[src/rtl/instruction_fetch.sv]
// Instruction fetch stage: owns the PC, issues one imem request at a time and
// hands fetched words to decode, honouring decode stalls and execute redirects.
package constants_pkg;
   parameter int ARCH_LEN = 32;

   typedef struct packed {
      logic        valid;
      logic [31:0] inst;
   } inst_fetched_t;
endpackage

module instruction_fetch
   import constants_pkg::inst_fetched_t;
#(
   parameter int                  ARCH_LEN = constants_pkg::ARCH_LEN,
   parameter logic [ARCH_LEN-1:0] RESET_PC = ARCH_LEN'(32'h0000_1000)
) (
   input  logic                clk,
   input  logic                rst,
   output logic                imem_req_valid,
   input  logic                imem_req_ready,
   output logic [ARCH_LEN-1:0] imem_req_addr,
   input  logic                imem_rsp_valid,
   input  logic [31:0]         imem_rsp_data,
   input  logic                load_to_use_hazard,
   input  logic                branch_taken,
   input  logic [ARCH_LEN-1:0] branch_target,
   output inst_fetched_t       inst_fetched_out,
   output logic [ARCH_LEN-1:0] pc_out
);

   typedef enum logic [1:0] {
      S_IDLE,
      S_REQ,
      S_WAIT,
      S_HOLD
   } state_t;

   localparam logic [ARCH_LEN-1:0] INC = ARCH_LEN'(4);

   state_t              state_q, state_d;
   logic [ARCH_LEN-1:0] pc_q, pc_d;
   logic [ARCH_LEN-1:0] req_addr_q, req_addr_d;
   logic                kill_q, kill_d;
   logic [31:0]         hold_buf_q, hold_buf_d;
   logic [ARCH_LEN-1:0] hold_pc_q, hold_pc_d;
   inst_fetched_t       out_q, out_d;
   logic [ARCH_LEN-1:0] pc_out_q, pc_out_d;
   logic [ARCH_LEN-1:0] target_aligned;
   logic                out_free;

   assign target_aligned = branch_target & ~ARCH_LEN'(3);
   assign out_free       = !out_q.valid || !load_to_use_hazard;

   // NOTE: state registers use non-blocking assignments so every flop samples
   // the pre-edge value of its neighbours, independent of statement order.
   always_ff @(posedge clk or negedge rst) begin
      if (!rst) begin
         state_q    <= S_IDLE;
         pc_q       <= RESET_PC;
         req_addr_q <= RESET_PC;
         kill_q     <= 1'b0;
         hold_buf_q <= '0;
         hold_pc_q  <= RESET_PC;
         out_q      <= '0;
         pc_out_q   <= RESET_PC;
      end else begin
         state_q    <= state_d;
         pc_q       <= pc_d;
         req_addr_q <= req_addr_d;
         kill_q     <= kill_d;
         hold_buf_q <= hold_buf_d;
         hold_pc_q  <= hold_pc_d;
         out_q      <= out_d;
         pc_out_q   <= pc_out_d;
      end
   end

   // NOTE: every signal driven here gets a hold-value default first, so no
   // path through the case statement can leave one unassigned (no latches).
   always_comb begin
      state_d    = state_q;
      pc_d       = pc_q;
      req_addr_d = req_addr_q;
      kill_d     = kill_q;
      hold_buf_d = hold_buf_q;
      hold_pc_d  = hold_pc_q;
      out_d      = out_q;
      pc_out_d   = pc_out_q;

      // Decode consumes the output whenever it is not stalled; a redirect
      // flushes it regardless of the stall.
      if (!load_to_use_hazard) out_d.valid = 1'b0;
      if (branch_taken) begin
         out_d.valid = 1'b0;
         pc_d        = target_aligned;
      end

      unique case (state_q)
         S_IDLE: begin
            state_d    = S_REQ;
            req_addr_d = branch_taken ? target_aligned : pc_q;
         end
         S_REQ: begin
            // The request already on the bus must finish; its response is dropped.
            if (branch_taken) kill_d = 1'b1;
            if (imem_req_ready) state_d = S_WAIT;
         end
         S_WAIT: begin
            if (branch_taken) begin
               if (imem_rsp_valid) begin
                  kill_d     = 1'b0;
                  state_d    = S_REQ;
                  req_addr_d = target_aligned;
               end else begin
                  kill_d = 1'b1;
               end
            end else if (imem_rsp_valid) begin
               if (kill_q) begin
                  kill_d     = 1'b0;
                  state_d    = S_REQ;
                  req_addr_d = pc_q;
               end else if (out_free) begin
                  out_d.valid = 1'b1;
                  out_d.inst  = imem_rsp_data;
                  pc_out_d    = req_addr_q + INC;
                  pc_d        = pc_q + INC;
                  req_addr_d  = pc_q + INC;
                  state_d     = S_REQ;
               end else begin
                  hold_buf_d = imem_rsp_data;
                  hold_pc_d  = req_addr_q + INC;
                  state_d    = S_HOLD;
               end
            end
         end
         S_HOLD: begin
            if (branch_taken) begin
               state_d    = S_REQ;
               req_addr_d = target_aligned;
            end else if (!load_to_use_hazard) begin
               out_d.valid = 1'b1;
               out_d.inst  = hold_buf_q;
               pc_out_d    = hold_pc_q;
               pc_d        = pc_q + INC;
               req_addr_d  = pc_q + INC;
               state_d     = S_REQ;
            end
         end
         default: state_d = S_IDLE;
      endcase
   end

   assign imem_req_valid   = (state_q == S_REQ);
   assign imem_req_addr    = req_addr_q;
   assign inst_fetched_out = out_q;
   assign pc_out           = pc_out_q;

endmodule

[config.mk]
export PLATFORM = sky130hd
export DESIGN_NAME = instruction_fetch
export DESIGN_NICKNAME = d
export VERILOG_FILES = /design/src/rtl/instruction_fetch.sv
export SDC_FILE = /design/constraint.sdc
export NUM_CORES = 1
export LEC_CHECK = 0
export ABC_AREA = 1
export CAP_MARGIN = 30
export CORE_UTILIZATION = 55
export CTS_BUF_LIST = sky130_fd_sc_hd__clkbuf_8
export DETAILED_ROUTE_END_ITERATION = 12
export HOLD_SLACK_MARGIN = 0.15
export PLACE_DENSITY_LB_ADDON = 0.12
export SLEW_MARGIN = 15
export SYNTH_ARGS = -nofsm -noshare
export SYNTH_HDL_FRONTEND = slang
export SYNTH_SLANG_ARGS = --single-unit
[constraint.sdc]
create_clock -name clk -period 3.8 [get_ports clk]
set_input_delay 0.76 -clock clk [delete_from_list [all_inputs] [get_ports clk]]
set_output_delay 0.76 -clock clk [all_outputs]
set_load 0.01 [all_outputs]
### Word-level counts from Yosys, hierarchy flattened

Index checks and enable logic that the tools add are counted.
Widths: inputs -> output; s select.

* output and inout bits: 98
* register bits after elaboration: 196

* bitwise operators: 3
* equal/unequal tests: 14
* reductions and logical operators: 12
* add/sub/neg operators: 2
* mux-type cells: 46

Operator list (count)
* $mux 32: 20
* $mux 33: 6
* $pmux 32 s2: 2
* $pmux 32 s3: 1
* $pmux 33 s2: 1
* $add 32x3->32 const B: 2
* $mux 2: 8
* $ne 2x2->1 const B: 6
* $pmux 2 s4: 1
* $reduce_and 7->1: 1
* $mux 1: 6
* $ne 3x3->1 const B: 2
* $reduce_and 3->1: 2
* $reduce_and 5->1: 1
* $eq 2x2->1 const B: 2
* $ne 2x1->1 const B: 2
* $ne 4x4->1 const B: 1
* $reduce_and 4->1: 1
* $reduce_bool 2->1: 2
* $not 1->1: 3
* $reduce_bool 3->1: 1
* $eq 2x1->1 const B: 1
* $logic_not 1->1: 2
* $logic_not 2->1: 1
* 2 further kinds: 2

### Logic depth before layout (Yosys ltp)

Gate-level depths: netlist of run 1.

* depth after elaboration: 7
* gate-level depth with buffers: 13

### Worst setup path after synthesis of run 1

OpenSTA, ideal clock, no wires.

* path kind: input to register
* start point: input port branch_taken
* end point: register req_addr_q[2], in the netlist imem_req_addr[2]
* setup time: 120 ps
* cell stages on the path: 9
* arrival time: 1811 ps
* data required time: 3680 ps
* path slack: 1869 ps
* path through: buf_2 > inv_1 > or2_2 > o21ai_0 > nor2_1 > o21ai_0 > o2111ai_1 > o21ai_0 > inv_1

* word-level cells in the longest chain between the ends: 2
* elaborated cells on any way between the ends: 7
* classes of those cells: eq/ne: 2; mux: 4; reduce/logical: 1

RTL lines
* start, declared: RTL line 26 `input logic branch_taken,`
* $ne 4x4->1 (no line) (tied with other cells)
* $reduce_and 4->1 (no line) or $pmux 32 s3 (tied branches)
* end signal, assigned: RTL line 70 `req_addr_q <= req_addr_d;`
* end, declared: RTL line 43 `logic [ARCH_LEN-1:0] req_addr_q, req_addr_d;`

Parallel ways exist; a longest one is shown, timed or not.
A chain may end at the register's enable or synchronous reset.

### Worst setup path after layout of run 1

Same ends and word-level chain as after synthesis.

==> out/results.tsv, run 1 <==
metric	value	unit
largest family of logic cells by synthesized area	simple AND/OR/NAND/NOR gates	
Syn Area/Cell	7.36	um^2
setup TNS	0	ps
Finish-stage setup viols	0	
I/O pin cnt	168	
dpl cell area	12800	um^2
vias in the first global route	9868	
Synth Instances	1483	
CTS tree	built	
Layout Nets	1692	
worst skew pair latency	480	ps
power per cell area	754	nW/um^2
number of diodes	0	
Slew @ Worst Pin	743	ps
PnR worst setup slack	1240	ps
die width	143	um
post-CTS setup buffer count	0	
initial antenna violation count	0	
number of synthesized register bits	196	
Slew Viols, Final	0	
row cnt	51	
Hold Path Class	in -> async	
status	finished, final reports clean	
XOR/XNOR share of the synthesized area	2.56	%
Post-Syn Nets	1559	
Fin. Hold Viols	0	
clock sink count	196	
residual DRC count	0	
post-synthesis cell type count	48	
commonest non-fill, non-tap cell in the layout	nand2_1	
Achievable Freq	390	MHz
fillers	1692	
Post-synth EDFFs	0	
Crit-path slowest cell	clkdlybuf4s50_1	
placed cells	1862	
minimum clock period	2560	ps
cell mode on critical path	inv_1	
Final Instance Area	13100	um^2
final WL	30500	um
Post-synth top flop	dfrtp_1	
synth warn	0	
max_slew headroom	50.5	%
post_cts resized	0	
Setup CP Type	in -> reg	
Post-Synth Simple-Gate Area	28.9	%
GRT Overall Usage	31.2	%
Final Skew	25.4	ps
Post-CTS Hold Fix Bufs	0	
post-synthesis adder-cell area fraction	0.688	%
Worst path top cell family by delay	buffers and inverters	
die area	20400	um^2
Synth Area in Compound Gates	16.1	%
clk root buf	clkbuf_8	
CTS Buf Count	17	
Crit path arrival time	2920	ps
CP Max Fanout	37	
detailed-router iteration count before antenna repair	8	
first-pass GRT wire length	49500	um
period utilization	67.5	%
Placer Congestion	0.938	
post-route insts no fill	1894	
largest net degree at the start of global routing	89	
Via Count	10389	
dpl ws	768	ps
Routed Antenna Nets	0	
I/O Buffers	165	
CP peak stage delay	630	ps
share of cells above drive strength 1	7.49	%
most frequent cells in the layout	nand2_1, dfrtp_1, nor2_1	
crit-path cells	clkdlybuf4s50_1 -> inv_1 -> buf_4 -> a31oi_1 -> inv_1 -> nor2_2 -> buf_4 -> o2111ai_1 -> o21ai_0 -> inv_1	
worst vdd ir	0.559	mV
leakage	6.17	nW
wire per inst	16.1	um
initial core utilization	56.1	%
crit path launch type	primary input	
Seq/Total Area, Yosys	45.0	%
RSZ-0062 raised after global routing	false	
clock-pin slew on the worst setup and hold paths	100	ps
max cap viols	0	
CTS H-Tree Depth	4	
post-synthesis cell area	10900	um^2
CORE AREA	19500	um^2
Layout area overhead	20.5	%
WP data required	4160	ps
detail-routed via count per cell	5.49	
CTS max path bufs	2	
CP bufs+invs	6	
Async SR Flop Fraction	100	%
Util after Layout	67.6	%
die height	143	um
r2r setup slk	1260	ps
post-DP HPWL	20600	um
post-synthesis mux area share	0	%
CP Capture Type	flop	
initial detailed-routing violation count	1077	
Overflow after GRT	0	
stage by stage:
| stage | power (mW) | hold WS [ps] |
|---|---|---|
| 2_1_floorplan | 6.53 | 437 |
| 3_3_place_gp | 8.44 | 447 |
| 3_5_place_dp | 8.60 | 453 |
| 4_1_cts | 9.90 | 362 |
| 5_1_grt | 10.7 | 391 |
| 6_report | 9.92 | 352 |
cell type report:
type	count	area (um^2)	share of cell area, %
clock inverter	15	140	1.07
tap	265	332	2.52
inverter	95	358	2.72
clock buffer	17	234	1.78
timing repair buffer	190	1900	14.5
multi-input combinational	1116	5280	40.1
sequential	196	4910	37.3
final timing paths:
path	start	to	depth (start not counted)
worst min register to register	hold_pc_q[6]	hold_pc_q[6]	2
min in group clk	hold_pc_q[6]	hold_pc_q[6]	2
worst min-delay path	rst	pc_out[26]	1
worst max register to register	state_q[0]	imem_req_addr[10]	9
max in group asynchronous	rst	imem_req_addr[12]	2
worst max-delay path	branch_taken	imem_req_addr[2]	10
routing by layer:
layer	vias up	GRT usage (%)	wire [um]
met5	-	0	0
li1	5094	-	-
met2	422	49.2	14200
met1	4823	44.2	13600
met4	0	10.0	538
met3	50	4.76	2170
worst reg2reg max path: cells and delay by family, from the launching register on:
kind	cells	cell delay [ps]
AO/OA/AOI/OAI	3	550
AND/OR/NAND/NOR	2	140
adder cells (fa/ha/maj)	1	250
flip-flops	1	440
buffers and inverters	3	1020
cell usage after synthesis (all sizes together) (2+ instances only):
master | count | share of area, %
nand3 | 45 | 2.2
a31oi | 12 | 0.69
ha | 6 | 0.69
nor3 | 11 | 0.65
inv | 93 | 3.2
clkinv | 2 | 0.080
or2 | 22 | 1.3
o21a | 6 | 0.41
clkbuf | 40 | 1.4
nand2 | 450 | 16
o22ai | 20 | 1.1
xor2 | 25 | 2.1
dfstp | 4 | 0.96
nand4 | 17 | 0.97
dfrtp | 192 | 44
o31ai | 2 | 0.14
nor2 | 206 | 7.8
o32ai | 7 | 0.56
a21oi | 133 | 6.1
xnor2 | 6 | 0.48
nor4 | 3 | 0.17
buf | 36 | 2.1
o21bai | 2 | 0.17
o211ai | 7 | 0.48
o21ai | 130 | 6.0
flip-flops by register name, indices dropped and copies added (netlist names):
| signal | cells |
|---|---|
| inst_fetched_out | 33 |
| hold_buf_q | 32 |
| hold_pc_q | 32 |
| imem_req_addr | 32 |
| pc_out | 32 |
| pc_q | 32 |
| state_q | 2 |
| kill_q | 1 |
power breakdown:
part / internal [mW] / leakage, nW / switching (mW)
registers: 2.83 / 2.44 / 0.808
clock network: 0.482 / 0.185 / 0.820
logic: 2.12 / 3.55 / 2.86
total: 5.43 / 6.17 / 4.49
cell families after synthesis:
kind of cell               after synthesis
adders and majority gates                6
buffers and inverters                  171
xor gates and xnor gates                31
AOI/OAI and AO/OA                      323
DFF                                    196
and+or+nand+nor                        756
Note: power is estimated with default switching activity, not from simulation.
==> run 2, diff against run 1 <==
--- a/config.mk
+++ b/config.mk
@@ -7,7 +7,7 @@
 export LEC_CHECK = 0
 export ABC_AREA = 1
 export CAP_MARGIN = 30
-export CORE_UTILIZATION = 55
+export CORE_UTILIZATION = 51
 export CTS_BUF_LIST = sky130_fd_sc_hd__clkbuf_8
 export DETAILED_ROUTE_END_ITERATION = 12
 export HOLD_SLACK_MARGIN = 0.15
==> constraint.sdc (replaced) <==
create_clock -name clk -period 2.2 [get_ports clk]
set_input_delay 0.44 -clock clk [delete_from_list [all_inputs] [get_ports clk]]
set_output_delay 0.44 -clock clk [all_outputs]
set_load 0.01 [all_outputs]
==> out/results.tsv, run 2 (same netlist as run 1, synthesis figures left out) <==
metric	value	unit	change
clk root buf	clkbuf_8		
period utilization	95.5	%	
Overflow after GRT	0		unchanged
max_slew headroom	65.3	%	+15 points
post-route insts no fill	1938		+2.3%
Slew @ Worst Pin	515	ps	-228 ps
CP bufs+invs	1		-5
worst vdd ir	0.516	mV	-7.6%
Achievable Freq	476	MHz	
CTS H-Tree Depth	4		unchanged
clock sink count	196		unchanged
Layout Nets	1726		+2.0%
row cnt	53		+3.9%
Layout area overhead	24.4	%	
initial detailed-routing violation count	834		-23%
leakage	6.40	nW	+3.6%
Gate power share	51.7	%	+1.5 points
most frequent cells in the layout	nand2_1, nor2_1, dfrtp_1		
Util after Layout	64.6	%	-3.0 points
die width	148	um	+3.8%
Placer Congestion	0.939		+0.15%
wire per inst	16.3	um	+1.3%
post-DP HPWL	22400	um	+8.7%
share of cells above drive strength 1	9.56	%	+2.1 points
CTS tree	built		
die height	148	um	+3.8%
Via Count	10572		+1.8%
clock share of power	13.4	%	+0.3 points
hold path depth	3		
vias in the first global route	9759		-1.1%
Finish-stage setup viols	0		unchanged
I/O pin cnt	168		unchanged
I/O Buffers	165		unchanged
Final Skew	17.8	ps	-7.66 ps
Crit path arrival time	1660	ps	-1260 ps
detailed-router iteration count before antenna repair	5		-3
Slew Viols, Final	0		unchanged
CTS Buf Count	17		unchanged
CORE AREA	21000	um^2	+8.0%
clock-pin slew on the worst setup and hold paths	120	ps	+20 ps
post-CTS setup buffer count	0		unchanged
Setup CP Type	reg -> out		
minimum clock period	2100	ps	
final WL	31600	um	+3.6%
Flop pwr share	34.9	%	-1.8 points
number of diodes	0		unchanged
placed cells	1905		+2.3%
Worst Hold Slack	321	ps	-31.2 ps
WP data required	1760	ps	-2400 ps
crit-path cells	clkdlybuf4s50_1		
commonest non-fill, non-tap cell in the layout	nand2_1		
Total Power	17.8	mW	+79%
largest net degree at the start of global routing	56		-37%
CP Max Fanout	6		-84%
Psw	7.98	mW	+78%
Hold Path Class	in -> reg		
first-pass GRT wire length	50700	um	+2.4%
max cap viols	0		unchanged
initial antenna violation count	0		unchanged
CP Capture Type	output port		
status	finished, final reports clean		
Reg2Reg Depth	9		unchanged
Worst path top cell family by delay	flip-flops		
number of flip-flops in the largest register	33		unchanged
Crit-path slowest cell	dfstp_2		
GRT Overall Usage	29.4	%	-1.8 points
setup TNS	0	ps	unchanged
power per cell area	1310	nW/um^2	+74%
worst skew pair latency	480	ps	about the same
P_int	9.81	mW	+81%
die area	22000	um^2	+7.7%
detail-routed via count per cell	5.46		-0.55%
switch share	44.9	%	-0.43 points
residual DRC count	0		unchanged
CTS max path bufs	2		unchanged
Routed Antenna Nets	0		unchanged
CP peak stage delay	630	ps	about the same
RSZ-0062 raised after global routing	false		
Fin. Hold Viols	0		unchanged
WP depth	1		-9
initial core utilization	51.9	%	-4.2 points
crit path launch type	flop		
-- run 2: cell type report --
class / instances / area [um^2]
fillers: 1828 / 7440
clock buffers: 18 / 248
inverters: 95 / 358
flip-flops and latches: 196 / 4910
multi-input cells: 1116 / 5280
clock inverters: 14 / 155
well taps: 275 / 344
repair buffers: 224 / 2280
-- run 2: through the flow --
stage               setup WS (ps)  instance area, um^2
floorplan                     415                10900
global placement            -55.2                13200
detailed placement           -140                13200
CTS                          63.8                13600
global route                 51.7                13600
finish                       99.6                13600
-- run 2: timing repair --
action                                 4_1_cts  5_1_grt
setup endpoints to repair                    1       59
pin swaps                                    0        1
endpoints found under the hold margin       48        0
hold buffers                                 1        0
resized for setup                            1        4
gates cloned                                 0        0
-- run 2: path summary, 6_finish.rpt --
| check | start | slack (ps) | endpoint |
|---|---|---|---|
| worst max-delay path | imem_req_addr[12] | 100 | imem_req_addr[12] |
| worst max register to register | state_q[0] | 130 | imem_req_addr[12] |
| worst min-delay path | branch_taken | 320 | kill_q |
| worst min register to register | hold_pc_q[5] | 480 | hold_pc_q[5] |
| max in group asynchronous | rst | 1010 | pc_q[12] |
| min in group asynchronous | rst | 510 | hold_pc_q[23] |
-- run 2: per-layer routing --
metal  track usage [%]  up-vias  share of wire (%)
met1              42.9     4938                 45
li1                  -     5161                  -
met5                 0        -                  0
met4              8.51        0                1.9
met3              4.23       46                6.6
met2              45.5      427                 46
-- run 2: power by group through the flow --
stage / clock network [mW] / registers, mW / logic, mW
2_1_floorplan: 0 / 6.33 / 4.94
3_3_place_gp: 0 / 6.23 / 8.93
3_5_place_dp: 0 / 6.26 / 9.10
4_1_cts: 2.43 / 6.18 / 9.13
5_1_grt: 2.60 / 6.38 / 10.2
6_report: 2.39 / 6.22 / 9.19
